--- config.mk ---
export PLATFORM = sky130hd
export DESIGN_NAME = uc_multiciclo
export DESIGN_NICKNAME = d
export VERILOG_FILES = /design/src/rtl/uc_multiciclo.sv
export SDC_FILE = /design/constraint.sdc
export NUM_CORES = 1
export LEC_CHECK = 0
export ABC_CLOCK_PERIOD_IN_PS = 2400
export CORE_AREA = 2 2 43 45
export CTS_CLUSTER_DIAMETER = 30
export DETAILED_ROUTE_END_ITERATION = 10
export DIE_AREA = 0 0 45 47
export PLACE_DENSITY = 0.67
export SYNTH_ARGS = -nofsm -noshare
export SYNTH_HDL_FRONTEND = slang
export SYNTH_SLANG_ARGS = --single-unit
--- constraint.sdc ---
create_clock -name clk -period 2.4 [get_ports clk]
set_input_delay 0.48 -clock clk [delete_from_list [all_inputs] [get_ports clk]]
set_output_delay 0.48 -clock clk [all_outputs]
set_load 0.05 [all_outputs]
--- src/rtl/uc_multiciclo.sv ---
// Multicycle control unit for the 8-bit CPU: FETCH/DECODE/EXEC/HALT sequencer driving the datapath controls.
// Optional retired-instruction counter is built only when UC_PERF_EN is defined.
module uc_multiciclo (
  input  logic        clk,
  input  logic        reset,
  input  logic        stall,
  input  logic [5:0]  opcode,
  input  logic        z,
  output logic        s_inc,
  output logic        s_inm,
  output logic        we3,
  output logic        wez,
  output logic        pc_we,
  output logic [2:0]  op_alu,
  output logic        halted,
  output logic [15:0] retired
);

  typedef enum logic [1:0] {
    FETCH  = 2'b00,
    DECODE = 2'b01,
    EXEC   = 2'b10,
    HALT   = 2'b11
  } state_t;

  state_t      state_reg;
  state_t      state_next;
  logic [5:0]  ir_reg;
  logic        ir_unused;

  // Only IR[5:2] selects the instruction class; the low bits travel along unused.
  assign ir_unused = ^ir_reg[1:0];

  always_ff @(posedge clk or negedge reset) begin
    if (!reset) begin
      state_reg <= FETCH;
      ir_reg    <= 6'b000000;
    end else begin
      state_reg <= state_next;
      if (state_reg == DECODE) begin
        ir_reg <= opcode;
      end
    end
  end

  always_comb begin
    state_next = state_reg;
    case (state_reg)
      FETCH:   state_next = stall ? FETCH : DECODE;
      DECODE:  state_next = EXEC;
      EXEC:    state_next = (ir_reg[5:2] == 4'b1111) ? HALT : FETCH;
      HALT:    state_next = HALT;
      default: state_next = FETCH;
    endcase
  end

  // Selects follow IR in every state; enables are gated to the single EXEC cycle.
  always_comb begin
    logic in_exec;
    in_exec = (state_reg == EXEC);
    s_inc   = 1'b1;
    s_inm   = 1'b0;
    op_alu  = ir_reg[4:2];
    we3     = 1'b0;
    wez     = 1'b0;
    pc_we   = 1'b0;
    halted  = (state_reg == HALT);
    if (!ir_reg[5]) begin
      we3   = in_exec;
      wez   = in_exec;
      pc_we = in_exec;
    end else begin
      case (ir_reg[4:2])
        3'b000: begin
          s_inm = 1'b1;
          we3   = in_exec;
          pc_we = in_exec;
        end
        3'b001: begin
          s_inc = 1'b0;
          pc_we = in_exec;
        end
        3'b010: begin
          s_inc = ~z;
          pc_we = in_exec;
        end
        3'b011: begin
          s_inc = z;
          pc_we = in_exec;
        end
        3'b111: begin
          pc_we = 1'b0;
        end
        default: begin
          pc_we = in_exec;
        end
      endcase
    end
  end

`ifdef UC_PERF_EN
  logic [15:0] retired_reg;

  always_ff @(posedge clk or negedge reset) begin
    if (!reset) begin
      retired_reg <= 16'h0000;
    end else if (state_reg == EXEC && state_next == FETCH) begin
      retired_reg <= retired_reg + 16'h0001;
    end
  end

  assign retired = retired_reg;
`else
  assign retired = 16'h0000;
`endif

endmodule

==> qor.csv, run 1 <==
metric,value,unit
status,completed,
period_minus_slack,2260,ps
drc_errors,0,
track_usage,7.39,%
final_cells,78,
grt_pass1_wl,1010,um
ys_ff_latch,6,
port-buffer-count,16,
cts_hold_buf,0,
cts-resized-gates,0,
max_freq,442,MHz
area_growth,25.4,%
clockBufferDepth,2,
synth_flop_cell,dfrtp_1,
largest_register_ffs,4,
power.density,1660,nW/um2
r2r_slack,1320,ps
fp.dieH,47,um
synth_common_cells,"buf_4 (19), dfrtp_1 (6), mux2_4 (4), nor2_1 (3)",
use_met1,7.06,%
crit_type,reg2out,
synth_edf_count,0,
grt-ovfl-total,0,
drt_first_pass_iters,4,
start_util,28.6,%
die_area,2120,um2
yosysMostFrequentCell,buf_4,
crit_path_max_fanout,5,
timing.rr.start,state_reg[1],
antenna_found_initial,0,
wirelength,710,um
finalPower,0.000986,W
clk_latency,240,ps
synth_top_area_cell,dfrtp_1,
min_path_type,in2async,
dieWidth,45,um
end_kind,output port,
cts_tree,built,
drive_above_1_share,24.6,%
cap_violations,0,
synthTopCellsByArea,"dfrtp_1 (32%), buf_4 (30%), mux2_4 (13%)",
dp_hpwl,596,um
path_clk_slew,40,ps
synth_seq_area_share,31.7,%
wl_per_cell,9.10,um
num-nets-final,73,
core,1650,um2
synth_warnings,0,
setup_tns,0,ps
arrival,1780,ps
vdd_ir_drop_max,0.589,mV
slew_violations,0,
gp_congestion,0.640,
grt_pass1_vias,239,
ios,35,
cp.required,1920,ps
cts_root_buffer,clkbuf_4,
ff2ff_path_depth,2,
async_flop_share,100,%
cts_setup_buffers,0,
synthCells,46,
grt_max_degree,8,
busiest_layer,met2,
p_leak,0.291,nW
grt_util_met3,4.62,%
use_met2,10.9,%
finalCritPeriodShare,94.2,%
r2r-end,ir_reg[2],
ant_nets,0,
num_vias,322,
num_rows,15,
clock_skew,1.21,ps
clock_sinks,6,
placed_cells_incl_taps,75,
startpoint_type,flop,
synth_area,473,um2
drt_iter0_markers,4,
avgSynthCellArea,10.3,um2
rsz0062_at_grt,false,
finalHoldViolations,0,
htreeDepth,1,
num_antenna_cells,0,
vias_per_cell,4.13,
synth_cell_types,18,
cts_buffers,3,
setup_viol,0,
yosysTopAreaCellShare,31.7,%
## routing by layer
| layer | part of all wire (%) | wire length, um | vias up |
|---|---|---|---|
| li1 | - | - | 149 |
| met1 | 40 | 283 | 150 |
| met2 | 49 | 346 | 23 |
| met3 | 11 | 79 | 0 |
| met4 | 0 | 0 | 0 |
| met5 | 0 | 0 | - |
## report_power, final
| part | total [W] | switching (W) | leakage (nW) | internal [W] |
|---|---|---|---|---|
| clock network | 0.0000922 | 0.0000357 | 0.0138 | 0.0000565 |
| registers | 0.000230 | 0.0000748 | 0.0705 | 0.000155 |
| logic | 0.000664 | 0.000401 | 0.206 | 0.000263 |
| total | 0.000986 | 0.000512 | 0.291 | 0.000475 |
## final cells by class
class / count / area (um2)
Fill cell: 172 / 1060
Multi-Input combinational cell: 36 / 236
Clock buffer: 3 / 22.5
Timing Repair Buffer: 16 / 163
Tap cell: 17 / 21.3
Sequential cell: 6 / 150
## cell families (layout without fill, tap and decap cells)
group                  after synthesis  count (layout)  share of synthesized area [%]
muxes                                4               4                           12.7
other                                1              16                          0.793
and+or+nand+nor                     11              11                           16.7
buffers and inverters               19              19                           30.2
DFF                                  6               6                           31.7
AOI/OAI and AO/OA                    5               5                           7.94
## placed cells by master (no fill, tap or decap), types with 3 or more instances in the layout
| master | n |
|---|---|
| conb_1 | 16 |
| clkbuf_4 | 3 |
| mux2_4 | 4 |
| dfrtp_1 | 6 |
| buf_4 | 3 |
| nor2_1 | 3 |
| clkdlybuf4s50_1 | 12 |
## worst max path at each step
stage	start	end	slack, ps	depth (start not counted)
finish	state_reg[0]	wez	140	3
global route	state_reg[0]	wez	30	3
CTS	state_reg[0]	wez	110	3
detailed placement	z	s_inc	360	4
global placement	z	s_inc	360	4
floorplan	z	s_inc	180	2
## stage by stage
step	worst slack [ps]	utilization [%]	cell area [um2]	hold WS, ps
3_3_place_gp	363	34.5	571	512
2_1_floorplan	179	-	529	184
3_5_place_dp	364	34.5	571	518
6_report	138	35.9	593	478
4_1_cts	108	35.9	593	472
5_1_grt	33.2	35.9	593	479
## worst max-delay path, cell delays in order, from the launching register on
cell	delay [ps]
dfrtp_1	410
nand2b_1	220
nor2_1	110
clkdlybuf4s50_1	810
Note: power is estimated with default switching activity, not from simulation.
==> inputs of run 2 (changes only) <==
Settings changed: CTS_CLUSTER_DIAMETER 30 to 200.
==> results of run 2 <==
No change in the layout: final DEF, timing and power equal those of run 1.
